### src/rtl/serial_subtractor_pkg.sv
// Shared types and helpers for the bit-serial subtractor.
package serial_subtractor_pkg;

  // Control FSM states
  typedef enum logic [1:0] {
    IDLE  = 2'd0,
    SHIFT = 2'd1,
    DONE  = 2'd2
  } sub_state_t;

  // Bit-counter width for a given operand width (at least one bit)
  function automatic int unsigned cnt_width(input int unsigned w);
    return (w < 2) ? 1 : $clog2(w);
  endfunction

endpackage

### src/rtl/serial_subtractor_full_subtractor.sv
// Single-bit full subtractor: d = a - b - bin, bout = borrow out.
module full_subtractor (
  input  logic a,
  input  logic b,
  input  logic bin,
  output logic d,
  output logic bout
);

  assign d    = a ^ b ^ bin;
  assign bout = (~a & b) | (~(a ^ b) & bin);

endmodule

### src/rtl/serial_subtractor.sv
// Bit-serial N-bit subtractor, LSB first, one bit per clock.
// Optional signed-overflow output enabled by SERIAL_SUBTRACTOR_OVF_EN.
module serial_subtractor
  import serial_subtractor_pkg::*;
#(
  parameter int unsigned WIDTH = 8
) (
  input  logic             clk,
  input  logic             rst_n,
  input  logic             start,
  input  logic [WIDTH-1:0] a,
  input  logic [WIDTH-1:0] b,
  input  logic             bin,
  output logic             busy,
  output logic             done,
  output logic [WIDTH-1:0] diff,
  output logic             bout
`ifdef SERIAL_SUBTRACTOR_OVF_EN
  ,
  output logic             ovf
`endif
);

  localparam int unsigned CW = cnt_width(WIDTH);

  sub_state_t       state;
  sub_state_t       state_next;
  logic             accept_c;
  logic             last_c;

  logic [WIDTH-1:0] a_sr;
  logic [WIDTH-1:0] b_sr;
  logic [WIDTH-2:0] r_sr;
  logic             br;
  logic [CW-1:0]    cnt;

  logic             d_c;
  logic             br_next_c;
  logic [WIDTH-1:0] res_c;

  // One full-subtractor cell processes the current LSBs with the stored borrow
  full_subtractor u_fs (
    .a    (a_sr[0]),
    .b    (b_sr[0]),
    .bin  (br),
    .d    (d_c),
    .bout (br_next_c)
  );

  // Result as it stands once the current bit is shifted in
  assign res_c = {d_c, r_sr};

  // State register
  always_ff @(posedge clk or negedge rst_n) begin
    if (!rst_n) state <= IDLE;
    else        state <= state_next;
  end

  // Next-state logic; start is only honoured in IDLE or DONE
  always_comb begin
    state_next = state;
    accept_c   = 1'b0;
    last_c     = 1'b0;
    case (state)
      IDLE: begin
        if (start) begin
          state_next = SHIFT;
          accept_c   = 1'b1;
        end
      end
      SHIFT: begin
        if (cnt == CW'(WIDTH - 1)) begin
          state_next = DONE;
          last_c     = 1'b1;
        end
      end
      DONE: begin
        if (start) begin
          state_next = SHIFT;
          accept_c   = 1'b1;
        end else begin
          state_next = IDLE;
        end
      end
      default: state_next = IDLE;
    endcase
  end

  // Registered handshake outputs derived from the upcoming state
  always_ff @(posedge clk or negedge rst_n) begin
    if (!rst_n) begin
      busy <= 1'b0;
      done <= 1'b0;
    end else begin
      busy <= (state_next == SHIFT);
      done <= (state_next == DONE);
    end
  end

  // Operand load and per-bit shift datapath
  always_ff @(posedge clk or negedge rst_n) begin
    if (!rst_n) begin
      a_sr <= '0;
      b_sr <= '0;
      r_sr <= '0;
      br   <= 1'b0;
      cnt  <= '0;
    end else if (accept_c) begin
      a_sr <= a;
      b_sr <= b;
      br   <= bin;
      cnt  <= '0;
    end else if (state == SHIFT) begin
      a_sr <= {1'b0, a_sr[WIDTH-1:1]};
      b_sr <= {1'b0, b_sr[WIDTH-1:1]};
      r_sr <= res_c[WIDTH-1:1];
      br   <= br_next_c;
      cnt  <= cnt + CW'(1);
    end
  end

  // Result registers update only on the completion edge
  always_ff @(posedge clk or negedge rst_n) begin
    if (!rst_n) begin
      diff <= '0;
      bout <= 1'b0;
    end else if (last_c) begin
      diff <= res_c;
      bout <= br_next_c;
    end
  end

`ifdef SERIAL_SUBTRACTOR_OVF_EN
  // Signed overflow: borrow into the MSB differs from borrow out of it
  always_ff @(posedge clk or negedge rst_n) begin
    if (!rst_n)      ovf <= 1'b0;
    else if (last_c) ovf <= br ^ br_next_c;
  end
`endif

endmodule

### config.mk
export PLATFORM = sky130hd
export DESIGN_NAME = serial_subtractor
export DESIGN_NICKNAME = d
export VERILOG_FILES = /design/src/rtl/serial_subtractor_pkg.sv /design/src/rtl/serial_subtractor_full_subtractor.sv /design/src/rtl/serial_subtractor.sv
export SDC_FILE = /design/constraint.sdc
export NUM_CORES = 1
export LEC_CHECK = 0
export BUFFER_PORTS_ARGS = -buffer_cell sky130_fd_sc_hd__buf_2
export CAP_MARGIN = 15
export CORE_MARGIN = 3
export CORE_UTILIZATION = 49
export DETAILED_ROUTE_END_ITERATION = 10
export GPL_ROUTABILITY_DRIVEN = 0
export PLACE_DENSITY = 0.73
export SLEW_MARGIN = 5
export SYNTH_ARGS = -nofsm -noshare
export SYNTH_HDL_FRONTEND = slang
export SYNTH_SLANG_ARGS = --single-unit
### constraint.sdc
create_clock -name clk -period 1.45 [get_ports clk]
set_input_delay 0.0725 -clock clk [delete_from_list [all_inputs] [get_ports clk]]
set_output_delay 0.0725 -clock clk [all_outputs]
set_load 0.05 [all_outputs]
==> results of run 1 <==
-- placed cells by master, fill, tap and decap left out, drive strengths merged --
master and instances:
mux2i 49, nor2 1, nand2b 1, inv 6, dfrtp 40, nand3b 2
buf 40, fa 1, a22o 3, xnor2 1, clkbuf 6, clkinv 1
nand3 2, mux2 16, o21ai 2, dlygate4sd3 1, o22ai 2, bufinv 1
ha 2
-- report_power, final --
part | switching (mW) | internal, mW | total [mW]
logic | 1.22 | 1.05 | 2.27
clock network | 0.392 | 0.563 | 0.955
registers | 0.383 | 1.63 | 2.01
total | 2.00 | 3.24 | 5.24
-- metrics by stage --
step	worst slack (ps)	power [mW]
2_1_floorplan	32.97	3.786
3_3_place_gp	34.38	4.134
3_5_place_dp	6.227	4.267
4_1_cts	8.982	5.262
5_1_grt	6.147	5.592
6_report	31.71	5.237
-- worst reg2reg max path, delay by kind of cell, from the launching register on --
family / cells / cell delay (ps)
AO/OA/AOI/OAI: 1 / 220
adder cells (fa/ha/maj): 2 / 430
flip-flops: 1 / 400
multiplexers: 1 / 260
-- logic make-up after synthesis --
family                     share of synthesized area, %
muxes                                             35.88
DFF                                               50.99
buffers and inverters                             5.863
AOI/OAI and AO/OA                                 2.486
and+or+nand+nor                                   2.040
adders and majority gates                         2.294
xor gates and xnor gates                         0.4462
-- cell type report --
type | instances | area [µm²]
fillers | 287 | 1460
flip-flops and latches | 40 | 1001
multi-input cells | 82 | 870.8
repair buffers | 41 | 235.2
clock buffers | 6 | 82.58
well taps | 48 | 60.06
clock inverters | 2 | 38.79
inverters | 6 | 22.52
-- repair_timing --
item	4_1_cts	5_1_grt
cloned	1	0
hold endpoints to repair	40	0
endpoints found under the setup margin	1	4
setup buffers	1	1
gates resized for setup	0	1
hold buffers	1	0
-- flip-flops by register name (all words and copies together) (netlist names), 2 cells and up --
| register | count |
|---|---|
| diff | 8 |
| a_sr | 8 |
| r_sr | 7 |
| cnt | 3 |
| state | 2 |
| b_sr | 8 |
-- worst max-delay path by stage --
stage                       from  endpoint  depth (start not counted)
after floorplan           cnt[0]      bout                          5
after global placement    cnt[0]   diff[0]                          4
after detailed placement  cnt[1]   diff[0]                          4
after CTS                 cnt[1]    cnt[2]                          4
after global routing      cnt[1]   diff[0]                          4
final                     cnt[1]    cnt[2]                          4
-- layer usage --
| metal | part of all wire, % | wire, µm | track usage [%] |
|---|---|---|---|
| met1 | 45 | 1552 | 20.32 |
| met2 | 50 | 1728 | 25.42 |
| met3 | 3.9 | 136 | 4.493 |
| met4 | 1.5 | 51 | 5.423 |
| met5 | 0 | 0 | 0 |
==> flow_metrics.env, run 1 <==
export IMPL_ant_nets=0
export IMPL_worst_path_max_delay_cell="dfrtp_1"
export IMPL_worstMarginPinSlew_ps=498.7
export IMPL_stdcell_area_um2=2311
export IMPL_viasPerCell=5.191
export IMPL_clk_pin_slew_worst_paths_ps=80
export IMPL_synth_area_um2=1963
export IMPL_path_buf_inv=0
export IMPL_criticalPathCategory="flip-flop to flip-flop"
export IMPL_max_cap_violations=0
export IMPL_die_h_um=69.30
export IMPL_synthesis_nets=159
export IMPL_avgSynthCellArea_um2=14.43
export IMPL_place_area_um2=2143
export IMPL_cts_max_level=2
export IMPL_dp_cells=213
export IMPL_cts_buffers=5
export IMPL_num_antenna_cells=0
export IMPL_drive_gt1_share_pct=37.85
export IMPL_timing_slew_headroom_pct=66.75
export IMPL_cts_buffer_depth=2
export IMPL_clk_latency_ps=290
export IMPL_worstPathRequired_ps=1630
export IMPL_grt_pass1_vias=1261
export IMPL_synth_area_top_cells="dfrtp_1 (51%), mux2i_1 (25%), mux2_4 (6.9%)"
export IMPL_grt_usage_pct=15.76
export IMPL_antenna_found_initial=0
export IMPL_fin_nets=199
export IMPL_dieArea_um2=4802
export IMPL_grt_pass1_wl_um=6051
export IMPL_whs_endpoint="a_sr[1]"
export IMPL_rsz0062_at_grt="no"
export IMPL_routedWlPerCell_um=15.41
export IMPL_ir_worst_vdd_mv=0.8324
export IMPL_hp_start="a[1]"
export IMPL_drt_wl_total_um=3468
export IMPL_ys_warn_count=0
export IMPL_via_count=1168
export IMPL_grt_max_degree=41
export IMPL_ff2ff_setup_slack_ps=30
export IMPL_first_pass_iters=3
export IMPL_synthCells=136
export IMPL_setup_tns_ps=0
export IMPL_ys_async_sr_fraction_pct=100.0
export IMPL_seq_area_frac_synth_pct=50.99
export IMPL_boundaryPins=31
export IMPL_timing_rr_start="cnt[1]"
export IMPL_yosysTopAreaCell="dfrtp_1"
export IMPL_dieWidth_um=69.30
export IMPL_synth_distinct_cells=19
export IMPL_numPortBuffers=30
export IMPL_cp_arrival_ps=1600
export IMPL_crit_path_cell_trace="ha_1 -> ha_4 -> mux2_2 -> a22o_1"
export IMPL_worstSetupEndpointType="flip-flop"
export IMPL_max_stage_delay_ps=400
export IMPL_hold_path_depth=3
export IMPL_synth_edf_count=0
export IMPL_cts_sinks=40
export IMPL_holdWs_ps=62.82
export IMPL_clock_tree_root_cell="clkbuf_8"
export IMPL_synthFlopType="dfrtp_1"
export IMPL_max_freq_ghz=0.7051
export IMPL_synth_seq_cells=40
export IMPL_setup_viol=0
export IMPL_start_util_pct=52.06
export IMPL_powerDensity_nw_per_um2=2266
export IMPL_synth_top_area_share_pct=50.99
export IMPL_syn_to_final_growth_pct=17.72
export IMPL_hold_class="input port to flip-flop"
export IMPL_final_util_pct=61.28
export IMPL_fin_cells=225
export IMPL_maxSlewViolCount=0
export IMPL_cp_start_kind="flip-flop"
export IMPL_crit_family="adder cells"
export IMPL_status="complete, no violations"
export IMPL_min_period_ps=1418
export IMPL_yosysMostFrequentCell="mux2i_1"
export IMPL_rows=22
export IMPL_synth_common_cells="mux2i_1 (49), dfrtp_1 (40), mux2_4 (9), mux2_2 (7), inv_1 (6)"
export IMPL_drc=0
export IMPL_cts_tree="done"
export IMPL_coreArea_um2=3771
export IMPL_overflow=0
export IMPL_finalCritPeriodShare_pct=97.81
export IMPL_r2r_cells=4
export IMPL_dpl_hpwl_um=2419
export IMPL_critPathMaxFanout=2
export IMPL_p_leak_nw=1.189
export IMPL_dr_first_iter_drc_count=54
export IMPL_hold_viol=0
export IMPL_r2r_end="cnt[2]"
export IMPL_skew_ps=4.534
No activity file was read; power rests on OpenSTA's default activity.
==> run 2, diff against run 1 <==
SYNTH_HIERARCHICAL = 1   (was default)
clock period = 1.29 ns   (was 1.45 ns; I/O delays follow)
==> run 2 against run 1 <==
The flow now finishes with violations (setup timing). Critical path depth stayed put. Register-to-register slack worse by 100 ps. Design area is 6.2% higher. Sequential power is 11% higher. Utilization is 4.3 points higher. Synthesized cell count stayed put. Clock skew hardly changed. Combinational power is 18% higher. Setup slack worse by 100 ps.
==> flow_metrics.env, run 2 <==
export IMPL_grt_usage_pct=16.07
export IMPL_p_leak_nw=1.264
export IMPL_clk_pin_slew_worst_paths_ps=70
export IMPL_dpl_hpwl_um=2465
export IMPL_avgSynthCellArea_um2=14.37
export IMPL_synth_common_cells="mux2i_1 (47), dfrtp_1 (40), mux2_2 (12), mux2_4 (8)"
export IMPL_min_period_ps=1359
export IMPL_synth_edf_count=0
export IMPL_worstMarginPinSlew_ps=464.4
export IMPL_top_layer="met4"
export IMPL_setup_viol=11
export IMPL_ir_worst_vdd_mv=1.089
export IMPL_cts_tree="done"
export IMPL_drive_gt1_share_pct=45.11
export IMPL_ant_nets=0
export IMPL_place_area_um2=2220
export IMPL_ys_async_sr_fraction_pct=100.0
export IMPL_dr_first_iter_drc_count=65
export IMPL_yosysTopAreaCell="dfrtp_1"
export IMPL_cp_arrival_ps=1530
export IMPL_stdcell_area_um2=2455
export IMPL_die_h_um=69.16
export IMPL_numPortBuffers=30
export IMPL_hp_start="b[5]"
export IMPL_rows=22
export IMPL_status="finished, violations left"
export IMPL_fillCellCount=284
export IMPL_worstSetupStartpoint="cnt[1]"
export IMPL_synth_area_um2=1954
export IMPL_synthCells=136
export IMPL_powerDensity_nw_per_um2=2569
export IMPL_grt_max_degree=22
export IMPL_layout_common_cells="mux2i_1 (47), dfrtp_1 (38), buf_2 (30), buf_4 (15), mux2_2 (11)"
export IMPL_cp_start_kind="flip-flop"
export IMPL_cts_max_level=2
export IMPL_rsz0062_at_grt="yes"
export IMPL_dieArea_um2=4782
export IMPL_synth_top_area_share_pct=51.22
export IMPL_cts_sinks=40
export IMPL_synth_seq_cells=40
export IMPL_skew_ps=4.548
export IMPL_maxSlewViolCount=0
export IMPL_synth_distinct_cells=18
export IMPL_setup_tns_ps=-529.0
export IMPL_ys_warn_count=6
export IMPL_top_regs="a_sr: 8 flops, b_sr: 8 flops, diff: 8 flops"
export IMPL_max_freq_ghz=0.7361
export IMPL_boundaryPins=31
export IMPL_clock_tree_root_cell="clkbuf_8"
export IMPL_coreArea_um2=3744
export IMPL_wl_met2_um=1709
export IMPL_fin_nets=206
export IMPL_holdWs_ps=61.22
export IMPL_final_common_cell="mux2i_1"
export IMPL_cts_buffer_depth=2
export IMPL_synthesis_nets=159
export IMPL_setup_slack_ps=-68.59
export IMPL_overflow=0
export IMPL_worstSetupEndpointType="flip-flop"
export IMPL_hold_viol=0
export IMPL_via_count=1222
export IMPL_criticalPathCategory="flip-flop to flip-flop"
export IMPL_yosysMostFrequentCell="mux2i_1"
export IMPL_antenna_found_initial=0
export IMPL_finalCritPeriodShare_pct=105.3
export IMPL_first_pass_iters=4
export IMPL_max_cap_violations=0
export IMPL_drc=0
export IMPL_ff2ff_setup_slack_ps=-70
export IMPL_seq_area_frac_synth_pct=51.22
export IMPL_hold_class="input port to flip-flop"
export IMPL_timing_rr_start="cnt[1]"
export IMPL_num_antenna_cells=0
export IMPL_synthFlopType="dfrtp_1"
export IMPL_dieWidth_um=69.16
export IMPL_violations="setup timing"
export IMPL_worstPathRequired_ps=1460
export IMPL_start_util_pct=52.21
export IMPL_syn_to_final_growth_pct=25.61
export IMPL_timing_slew_headroom_pct=69.04
export IMPL_clk_latency_ps=290
export IMPL_cts_buffers=5
export IMPL_routedWlPerCell_um=15.04
export IMPL_synth_area_top_cells="dfrtp_1 (51%), mux2i_1 (24%), mux2_2 (6.9%)"
export IMPL_wl_met1_um=1572
export IMPL_critPathMaxFanout=6
export IMPL_drt_wl_total_um=3489
export IMPL_grt_pass1_vias=1294
export IMPL_viasPerCell=5.267
export IMPL_met3_length_um=145
export IMPL_grt_pass1_wl_um=6237
run 2: cell count changes in the layout (fill, tap and decap cells not counted), sizes merged, moves of 2 or more:
cell | before | now
mux2 | 16 | 20
bufinv | 1 | 3
mux2i | 49 | 47
o22ai | 2 | 0
buf | 40 | 47
run 2: repair_timing:
action,4_1_cts,5_1_grt
pin swaps,2,2
cloned,1,0
resized for setup,2,4
setup buffers,3,2
hold buffers,1,0
endpoints found under the hold margin,19,0
endpoints found under the setup margin,17,33
run 2: worst max-delay path, cell delays in order, from the launching register on:
cell	delay (ps)
dfrtp_1	390
ha_2	200
ha_4	180
nand3b_4	150
mux2_4	310
run 2: area by class of cell:
class	count	area (µm²)	area share (%)
repair buffers	48	312.8	12.74
clock buffers	5	68.82	2.803
well taps	48	60.06	2.446
multi-input cells	83	900.9	36.70
flip-flops and latches	40	1003	40.88
clock inverters	3	90.09	3.670
inverters	5	18.77	0.7645
run 2: kinds of logic after synthesis:
family          count (synthesis)  synth area share [%]
xor+xnor                        1                0.4482
fa+ha+maj                       3                 2.305
flops                          40                 51.22
buf+inv                        14                 4.802
compound gates                  5                 1.857
simple gates                    6                 2.241
mux                            67                 37.13
run 2: routing by layer:
metal	vias to the layer above	track usage, %
li1	586	-
met3	7	4.082
met4	0	5.206
met2	25	26.06
met1	604	21.06
met5	-	0
run 2: final timing paths:
path                       endpoint  cells after the start
setup / recovery            diff[4]                      4
hold / removal              b_sr[5]                      3
setup reg to reg            diff[4]                      4
hold reg to reg             diff[3]                      1
max in group asynchronous  state[0]                      3
min in group asynchronous   diff[2]                      2
run 2: where the power goes:
| part | internal, mW | switching [mW] | leakage (nW) |
|---|---|---|---|
| sequential | 1.81 | 0.415 | 0.494 |
| clock | 0.968 | 0.432 | 0.0784 |
| combinational | 1.33 | 1.35 | 0.691 |
run 2: metrics by stage:
step | power, mW | std cells | setup slack, ps | util (%)
finish | 6.306 | 232 | -68.59 | 65.57
detailed placement | 4.796 | 217 | -100.4 | 59.29
global route | 6.716 | 232 | -114.6 | 65.57
CTS | 6.305 | 230 | -76.28 | 65.04
global placement | 4.659 | 217 | -79.28 | 59.29
floorplan | 4.186 | 136 | -74.65 | -
